### src/rtl/vga_timing_gen_if.sv
// VGA timing bundle: run/freeze control in, pixel strobe, position,
// sync levels and line/frame markers out.
interface vga_timing_gen_if #(
  parameter int CNT_W   = 10,
  parameter int FRAME_W = 16
);
  logic               enable;
  logic               p_tick;
  logic [CNT_W-1:0]   x;
  logic [CNT_W-1:0]   y;
  logic               hsync;
  logic               vsync;
  logic               video_on;
  logic               line_start;
  logic               frame_start;
  logic [FRAME_W-1:0] frame_cnt;

  modport master (
    input  enable,
    output p_tick, x, y, hsync, vsync, video_on,
    output line_start, frame_start, frame_cnt
  );

  modport slave (
    output enable,
    input  p_tick, x, y, hsync, vsync, video_on,
    input  line_start, frame_start, frame_cnt
  );
endinterface

### src/rtl/vga_timing_gen.sv
// VGA raster timing generator; the frame counter is built only when
// VGA_TIMING_FRAME_CNT_EN is defined, otherwise frame_cnt is tied to 0.
module vga_timing_gen #(
  parameter int H_DISPLAY = 640,
  parameter int H_FRONT   = 16,
  parameter int H_SYNC    = 96,
  parameter int H_BACK    = 48,
  parameter int V_DISPLAY = 480,
  parameter int V_FRONT   = 10,
  parameter int V_SYNC    = 2,
  parameter int V_BACK    = 33,
  parameter int CLK_DIV   = 2,
  parameter bit HSYNC_POL = 1'b0,
  parameter bit VSYNC_POL = 1'b0,
  parameter int CNT_W     = 10,
  parameter int FRAME_W   = 16
) (
  input logic clk,
  input logic reset,
  vga_timing_gen_if.master vga
);

  localparam int HT = H_DISPLAY + H_FRONT + H_SYNC + H_BACK;
  localparam int VT = V_DISPLAY + V_FRONT + V_SYNC + V_BACK;
  localparam int HS_START = H_DISPLAY + H_FRONT;
  localparam int HS_END   = HS_START + H_SYNC - 1;
  localparam int VS_START = V_DISPLAY + V_FRONT;
  localparam int VS_END   = VS_START + V_SYNC - 1;
  localparam int DIV_W = (CLK_DIV > 1) ? $clog2(CLK_DIV) : 1;

  generate
    if (CLK_DIV < 1 ||
        H_DISPLAY < 1 || H_FRONT < 1 ||
        H_SYNC < 1 || H_BACK < 1 ||
        V_DISPLAY < 1 || V_FRONT < 1 ||
        V_SYNC < 1 || V_BACK < 1 ||
        HT > (2 ** CNT_W) ||
        VT > (2 ** CNT_W)) begin : g_bad_cfg
      $error("vga_timing_gen: unsupported parameter set");
    end
  endgenerate

  logic [DIV_W-1:0] div_q, div_d;
  logic [CNT_W-1:0] x_q, x_d;
  logic [CNT_W-1:0] y_q, y_d;
  logic             hsync_q, hsync_d;
  logic             vsync_q, vsync_d;
  logic             video_q, video_d;
  logic             line_q, line_d;
  logic             frame_q, frame_d;
  logic             p_tick;
  logic             x_wrap;

  assign p_tick = vga.enable &&
                  (div_q == DIV_W'(CLK_DIV - 1));
  assign x_wrap = (x_q == CNT_W'(HT - 1));

  always_comb begin
    div_d = div_q;
    x_d   = x_q;
    y_d   = y_q;
    if (vga.enable) begin
      div_d = p_tick ? '0 : div_q + 1'b1;
    end
    if (p_tick) begin
      x_d = x_wrap ? '0 : x_q + 1'b1;
      if (x_wrap) begin
        y_d = (y_q == CNT_W'(VT - 1)) ? '0 : y_q + 1'b1;
      end
    end
  end

  // Status decodes use next-state x/y so they line up with x/y.
  always_comb begin
    hsync_d = ~HSYNC_POL;
    vsync_d = ~VSYNC_POL;
    if (x_d >= CNT_W'(HS_START) && x_d <= CNT_W'(HS_END)) begin
      hsync_d = HSYNC_POL;
    end
    if (y_d >= CNT_W'(VS_START) && y_d <= CNT_W'(VS_END)) begin
      vsync_d = VSYNC_POL;
    end
    video_d = (x_d < CNT_W'(H_DISPLAY)) &&
              (y_d < CNT_W'(V_DISPLAY));
    line_d  = p_tick && (x_d == '0);
    frame_d = line_d && (y_d == '0);
  end

  always_ff @(posedge clk or posedge reset) begin
    if (reset) begin
      div_q   <= '0;
      x_q     <= '0;
      y_q     <= '0;
      hsync_q <= ~HSYNC_POL;
      vsync_q <= ~VSYNC_POL;
      video_q <= 1'b0;
      line_q  <= 1'b0;
      frame_q <= 1'b0;
    end else begin
      div_q   <= div_d;
      x_q     <= x_d;
      y_q     <= y_d;
      hsync_q <= hsync_d;
      vsync_q <= vsync_d;
      video_q <= video_d;
      line_q  <= line_d;
      frame_q <= frame_d;
    end
  end

`ifdef VGA_TIMING_FRAME_CNT_EN
  logic [FRAME_W-1:0] fcnt_q, fcnt_d;

  always_comb begin
    fcnt_d = fcnt_q;
    if (frame_d) begin
      fcnt_d = fcnt_q + 1'b1;
    end
  end

  always_ff @(posedge clk or posedge reset) begin
    if (reset) begin
      fcnt_q <= '0;
    end else begin
      fcnt_q <= fcnt_d;
    end
  end

  assign vga.frame_cnt = fcnt_q;
`else
  assign vga.frame_cnt = '0;
`endif

  assign vga.p_tick      = p_tick;
  assign vga.x           = x_q;
  assign vga.y           = y_q;
  assign vga.hsync       = hsync_q;
  assign vga.vsync       = vsync_q;
  assign vga.video_on    = video_q;
  assign vga.line_start  = line_q;
  assign vga.frame_start = frame_q;

endmodule

### src/flat_wrapper.sv
// flat-port wrapper written by rule: the top's interface ports become plain ports
module vga_timing_gen_flat 
#(
  parameter int H_DISPLAY = 640,
  parameter int H_FRONT   = 16,
  parameter int H_SYNC    = 96,
  parameter int H_BACK    = 48,
  parameter int V_DISPLAY = 480,
  parameter int V_FRONT   = 10,
  parameter int V_SYNC    = 2,
  parameter int V_BACK    = 33,
  parameter int CLK_DIV   = 2,
  parameter bit HSYNC_POL = 1'b0,
  parameter bit VSYNC_POL = 1'b0,
  parameter int CNT_W     = 10,
  parameter int FRAME_W   = 16
)
  (clk, reset, vga_enable, vga_p_tick, vga_x, vga_y, vga_hsync, vga_vsync, vga_video_on, vga_line_start, vga_frame_start, vga_frame_cnt);
  vga_timing_gen_if #(.CNT_W(CNT_W), .FRAME_W(FRAME_W)) vga_i ();
  input logic clk;
  input logic reset;
  input wire logic [$bits(vga_i.enable)-1:0] vga_enable;
  output wire logic [$bits(vga_i.p_tick)-1:0] vga_p_tick;
  output wire logic [$bits(vga_i.x)-1:0] vga_x;
  output wire logic [$bits(vga_i.y)-1:0] vga_y;
  output wire logic [$bits(vga_i.hsync)-1:0] vga_hsync;
  output wire logic [$bits(vga_i.vsync)-1:0] vga_vsync;
  output wire logic [$bits(vga_i.video_on)-1:0] vga_video_on;
  output wire logic [$bits(vga_i.line_start)-1:0] vga_line_start;
  output wire logic [$bits(vga_i.frame_start)-1:0] vga_frame_start;
  output wire logic [$bits(vga_i.frame_cnt)-1:0] vga_frame_cnt;
  assign vga_i.enable = vga_enable;
  assign vga_p_tick = vga_i.p_tick;
  assign vga_x = vga_i.x;
  assign vga_y = vga_i.y;
  assign vga_hsync = vga_i.hsync;
  assign vga_vsync = vga_i.vsync;
  assign vga_video_on = vga_i.video_on;
  assign vga_line_start = vga_i.line_start;
  assign vga_frame_start = vga_i.frame_start;
  assign vga_frame_cnt = vga_i.frame_cnt;
  vga_timing_gen #(.H_DISPLAY(H_DISPLAY), .H_FRONT(H_FRONT), .H_SYNC(H_SYNC), .H_BACK(H_BACK), .V_DISPLAY(V_DISPLAY), .V_FRONT(V_FRONT), .V_SYNC(V_SYNC), .V_BACK(V_BACK), .CLK_DIV(CLK_DIV), .HSYNC_POL(HSYNC_POL), .VSYNC_POL(VSYNC_POL), .CNT_W(CNT_W), .FRAME_W(FRAME_W)) u_core (.clk(clk), .reset(reset), .vga(vga_i));
endmodule
### config.mk
export PLATFORM = sky130hd
export DESIGN_NAME = vga_timing_gen_flat
export DESIGN_NICKNAME = d
export VERILOG_FILES = /design/src/rtl/vga_timing_gen_if.sv /design/src/rtl/vga_timing_gen.sv /design/src/flat_wrapper.sv
export SDC_FILE = /design/constraint.sdc
export NUM_CORES = 1
export LEC_CHECK = 0
export CORE_MARGIN = 2
export CORE_UTILIZATION = 40
export CTS_CLUSTER_SIZE = 30
export DETAILED_ROUTE_END_ITERATION = 10
export MAX_ROUTING_LAYER = met4
export PLACE_DENSITY = 0.8
export SETUP_SLACK_MARGIN = 0.15
export SYNTH_ARGS = -nofsm -noshare
export SYNTH_HDL_FRONTEND = slang
export SYNTH_SLANG_ARGS = --single-unit
export TNS_END_PERCENT = 30
### constraint.sdc
create_clock -name clk -period 2.1 [get_ports clk]
set_input_delay 0.63 -clock clk [delete_from_list [all_inputs] [get_ports clk]]
set_output_delay 0.63 -clock clk [all_outputs]
set_load 0.05 [all_outputs]
Word level (Yosys, flattened, before mapping)
Index checks and enable logic that the tools add are counted.

RAM bits: 0. Output and inout bits: 42. Bits of input ports: 3. Memories: 0. ROM bits: 0. Bits in registers: 26. Bits in latches: 0.

Equal/unequal tests: 2. Reduce and logical (&&, ||, !) cells: 8. Muxes and demuxes: 8. Magnitude comparators: 6. Shift-type cells: 0. Multiply operators: 0. Div/mod/pow operators: 0. $add $sub $neg: 3. Bitwise operators: 0.

Operators with widths (number): $mux 10 (5); $add 10x1->10 const B (2); $eq 10x10->1 const B (2); $logic_not 10->1 (2); $ge 10x10->1 const B (1); $ge 10x9->1 const B (1); $le 10x10->1 const B (1); $le 10x9->1 const B (1); $lt 10x10->1 const B (1); $lt 10x9->1 const B (1); $logic_and 1x1->1 (6); $mux 1 (3); $add 1x1->1 const B (1).

Longest topological paths before layout
Depth after elaboration: 7. Depth in mapped cells: 9. Depth with buffers taken out: 8.

Least setup slack after synthesis
No wires, ideal clock.

Path type: register -> register. Start point: reg u_core.x_q[0], in the netlist u_core.vga.x[0]. End point: reg u_core.frame_q, in the netlist u_core.vga.frame_start. Arrival: 2528 ps. Buffers on the path: 1. Slack: -496 ps. Cell stages (with the launch flop): 9. Cell sequence: dfrtp_1 -> ha_1 -> nand4_1 -> or4_4 -> buf_6 -> a21oi_4 -> o22ai_4 -> nor4_4 -> and4b_1.

Word-level cells in the longest chain between the ends: 6. Elaborated cells between the ends (all ways): 10.

RTL lines: start: declaration (line vga_timing_gen.sv:44) `logic [CNT_W-1:0] x_q, x_d;`; start signal: assignment (line vga_timing_gen.sv:92) `x_q <= '0;`; start signal: assignment (line vga_timing_gen.sv:101) `x_q <= x_d;`; $add 10x1->10 or $eq 10x10->1 (tied branches) (line vga_timing_gen.sv:66, vga_timing_gen.sv:56); $mux 10 * (line vga_timing_gen.sv:66) `x_d = x_wrap ? '0 : x_q + 1'b1;`; $mux 10 * (line vga_timing_gen.sv:65) `if (p_tick) begin`; named net u_core.x_d[9] (line vga_timing_gen.sv:44); $logic_not 10->1 * (line vga_timing_gen.sv:85) `line_d = p_tick && (x_d == '0);`; $logic_and 1x1->1 * (line vga_timing_gen.sv:85); named net u_core.line_d (line vga_timing_gen.sv:49) `logic line_q, line_d;`; $logic_and 1x1->1 * (line vga_timing_gen.sv:86) `frame_d = line_d && (y_d == '0);`; named net u_core.frame_d (line vga_timing_gen.sv:50) `logic frame_q, frame_d;`; end signal: assignment (line vga_timing_gen.sv:107) `frame_q <= frame_d;`; end: declaration (line vga_timing_gen.sv:50).

Mark *: on every way through the listed nets, which the timed path passes. The rest lies on a longest branch. A chain may end at the register's enable or synchronous reset.

Final worst setup path
Start point: reg u_core.x_q[6], in the netlist u_core.vga.x[6]. End point: reg u_core.frame_q, in the netlist u_core.vga.frame_start.

Word-level cells in the longest chain between the ends: 6. Elaborated cells between the ends (all ways): 10.

RTL lines (line): $add 10x1->10 or $eq 10x10->1 (tied branches) (vga_timing_gen.sv:66, vga_timing_gen.sv:56); $mux 10 (vga_timing_gen.sv:66); $mux 10 (vga_timing_gen.sv:65); $logic_not 10->1 (vga_timing_gen.sv:85); $logic_and 1x1->1 (vga_timing_gen.sv:85); $logic_and 1x1->1 * (vga_timing_gen.sv:86); named net u_core.frame_d (vga_timing_gen.sv:50).

Marked as above.

==> results by group <==
Layout
  • Nets: between 200 and 300
  • Fill count: between 300 and 400
  • Share of cells above drive strength 1: between 40% and 50%
  • N_diodes: 0
  • Multi-input gate area: around 1100 um^2
  • Register area: around 660 um^2
  • Area growth, synth to finish: 42.0%

Floorplanning
  • Die Ht: about 70 um
  • Die area: between 4000 and 5000 um^2
  • Core box area: between 4000 and 5000 um^2
  • Die Wd: between 70 and 80 um
  • Initial core utilization: 40.9%
  • Ports: between 40 and 50
  • Core Rows: 24

Worst setup path
  • Max stage delay on crit path: 0.47 ns
  • Worst Path Max Fanout: 4
  • Critical Path End Type: flop
  • Startpoint types: flop
  • Reg2reg end: u_core.vga.frame_start$_DFF_PP0_
  • CP endpoint: u_core.vga.frame_start$_DFF_PP0_
  • Max stage delay cell, worst path: or4_4
  • Kind of critical path: reg -> reg
  • Worst Path Required: about 2.3 ns
  • R2R Path Start: u_core.vga.x[6]$_DFF_PP0_
  • Crit. Startpoint: u_core.vga.x[6]$_DFF_PP0_
  • Crit-path cells: or3_4, or4_4, buf_6, nand2_1, a22oi_1, nor4_2, and4b_1
  • FF-to-FF path depth: 7
  • Crit path DAT: roughly 2.4 ns
  • FF-to-FF setup slack: -0.07 ns

Drt
  • Vias per cell: approximately 5.4
  • Routed wire per std cell: 15.6 um
  • Wirelength, routed: ~4800 um
  • DRT Pass-1 Iters: 4
  • Routed vias: between 1500 and 2000
  • Initial DRC count: 94
  • Number of nets still failing antenna checks after routing: 0
  • Residual DRC count: 0

Status
  • Failing checks: negative setup slack
  • Status: finished, violations left

Yosys
  • Netlist Area Pre-Place: between 1500 and 2000 um^2
  • Yosys top cell by area: dfrtp_1
  • Post-synthesis cell type count: 50
  • Post-synth EDFFs: 0
  • Post-synth top cells: dfrtp_1 (24), nand2_1 (21), buf_4 (17)
  • Syn Inst Count: ~190
  • Predominant post-synthesis flop cell: dfrtp_1
  • Warnings from Yosys: 0
  • Seq/Total Area, Yosys: a little under two fifths
  • Synth top area cells: dfrtp_1 (34%), buf_4 (7.3%), nand2_1 (4.5%)
  • Ys async rst share: 100%
  • Synth top area share: between 30 and 40%
  • Count leader, synth: dfrtp_1
  • Avg Cell Area, Syn: ~9.1 um^2
  • #FFs+latches synth: 26

STA
  • Tmin final: 2.17 ns
  • Max Freq: 0.460 GHz
  • Fin crit share: 103%
  • TNS Setup: -0.171 ns
  • Fin. max-slew vios: 0
  • RSZ-0062 raised after global routing: true
  • Max Clock Skew: 0.00191 ns
  • Final setup violation count: 4
  • Setup ws final: -0.0733 ns
  • Final hold violations: 0

Clock network
  • CTS tree: done
  • Cts bufs inserted: 3
  • Maximum root-to-sink buffer count: 2
  • Clock root buffer: clkbuf_8
  • CTS H-tree lvls: 1
  • Clk slew on worst S/H paths: roughly 0.090 ns
  • CTS Sinks: 26
  • Hold-fix buffers at CTS: 0
  • Clk_lat worst skew: roughly 0.28 ns

Global route
  • Gr usage total: 19.8%
  • First-pass GRT wire length: approximately 7400 um
  • GRT overflow: 0
  • Antenna violations before repair: 0
  • Largest net degree at the start of global routing: 27
  • Vias in the first global route: 1573

Pwr
  • Tot Pwr: 0.00176 W
  • Pwr Density: 709 nW/um^2
  • Maximum VDD drop: 0.000333 V
  • Leakage: roughly 1.2 nW

Run
  • Max-cap violations: 0

Hold path
  • Worst Hold Class: reg -> reg

Placement
  • Gpl congestion: 0.882
  • Port Buffers: 28
  • DP HPWL: 3330 um
  • Place WS: -0.623 ns
state kept, by name (all words and copies together), names as in the netlist:
register / flops
u_core.div_q: 1
u_core.vga.frame_start: 1
u_core.vga.hsync: 1
u_core.vga.line_start: 1
u_core.vga.video_on: 1
u_core.vga.vsync: 1
u_core.vga.x: 10
u_core.vga.y: 10
where the power goes:
group / switching (W) / total [W] / leakage (nW) / internal [W]
Clock: 0.000169 / 0.000337 / 0.0288 / 0.000168
Sequential: 0.0000491 / 0.000610 / 0.319 / 0.000561
Combinational: 0.000512 / 0.000810 / 0.809 / 0.000299
Total: 0.000729 / 0.00176 / 1.16 / 0.00103
cells in the final DEF, fill, tap and decap left out, drive strengths merged, types with 2 or more instances in the layout:
cell,Yosys,layout
dfrtp,24,24
inv,11,11
conb,1,16
and4,6,6
buf,20,67
dlygate4sd2,0,3
nor2,11,11
a21oi,4,4
ha,3,3
o22ai,2,2
o211ai,3,3
or4,2,2
nand3,11,11
nand2,21,21
xor2,5,5
nor4,4,4
o21ai,7,7
o31ai,2,2
nand4,11,11
or3,2,2
dfstp,2,2
and3,2,2
nor3,7,7
a31oi,4,4
clkbuf,5,4
xnor2,8,8
and2,2,2
critical path, delay by kind of cell, from the launching register on:
kind                   cells  cell delay, ns
AO/OA/AOI/OAI              1            0.10
flip-flops                 1            0.42
AND/OR/NAND/NOR            5            1.44
buffers and inverters      1            0.15
worst min-delay path by stage:
stage                         startpoint  slack [ns]  depth (start not counted)                        end
2_1_floorplan   u_core.div_q$_DFFE_PP0P_        0.51                          1   u_core.div_q$_DFFE_PP0P_
3_3_place_gp   u_core.vga.y[0]$_DFF_PP0_        0.55                          3  u_core.vga.y[0]$_DFF_PP0_
3_5_place_dp   u_core.vga.y[0]$_DFF_PP0_        0.55                          3  u_core.vga.y[0]$_DFF_PP0_
4_1_cts        u_core.vga.y[0]$_DFF_PP0_        0.57                          3  u_core.vga.y[0]$_DFF_PP0_
5_1_grt        u_core.vga.y[0]$_DFF_PP0_        0.59                          3  u_core.vga.y[0]$_DFF_PP0_
6_report       u_core.vga.y[0]$_DFF_PP0_        0.56                          3  u_core.vga.y[0]$_DFF_PP0_
kinds of logic (layout without fill, tap and decap cells):
| kind of cell | Yosys count | after routing | synth area share [%] |
|---|---|---|---|
| buffers and inverters | 36 | 87 | 13.3 |
| DFF | 26 | 26 | 37.4 |
| adders and majority gates | 3 | 3 | 2.15 |
| other | 1 | 16 | 0.215 |
| muxes | 1 | 1 | 0.573 |
| xor gates and xnor gates | 13 | 13 | 6.52 |
| AOI/OAI and AO/OA | 29 | 29 | 12.3 |
| and+or+nand+nor | 83 | 83 | 27.6 |
stage by stage:
stage	instances	cell area [um^2]	hold WS, ns	util, %
6_report	310	2480	0.564	58.1
3_3_place_gp	297	2220	0.550	52.0
3_5_place_dp	297	2220	0.550	52.0
2_1_floorplan	207	1840	0.505	-
5_1_grt	310	2480	0.592	58.1
4_1_cts	307	2380	0.569	55.8
layout make-up:
type / instances / share of cell area, %
Multi-Input combinational cell: 145 / 43.0
Sequential cell: 26 / 26.6
Timing Repair Buffer: 72 / 23.7
Tap cell: 52 / 2.62
Clock buffer: 4 / 2.22
Inverter: 11 / 1.87
timing repair:
action | CTS | global route
setup endpoints to repair | 20 | 14
gates cloned | 0 | 0
pin swaps | 14 | 10
setup buffers | 6 | 3
resized for setup | 25 | 14
per-layer routing:
| metal | up-vias | GRT usage [%] | wire (um) |
|---|---|---|---|
| met4 | 0 | 9.83 | 133 |
| met2 | 59 | 31.1 | 2460 |
| met5 | - | - | 0 |
| met3 | 12 | 2.45 | 238 |
| met1 | 822 | 25.2 | 2000 |
| li1 | 785 | - | - |
Power figures use the tool's default switching activity.
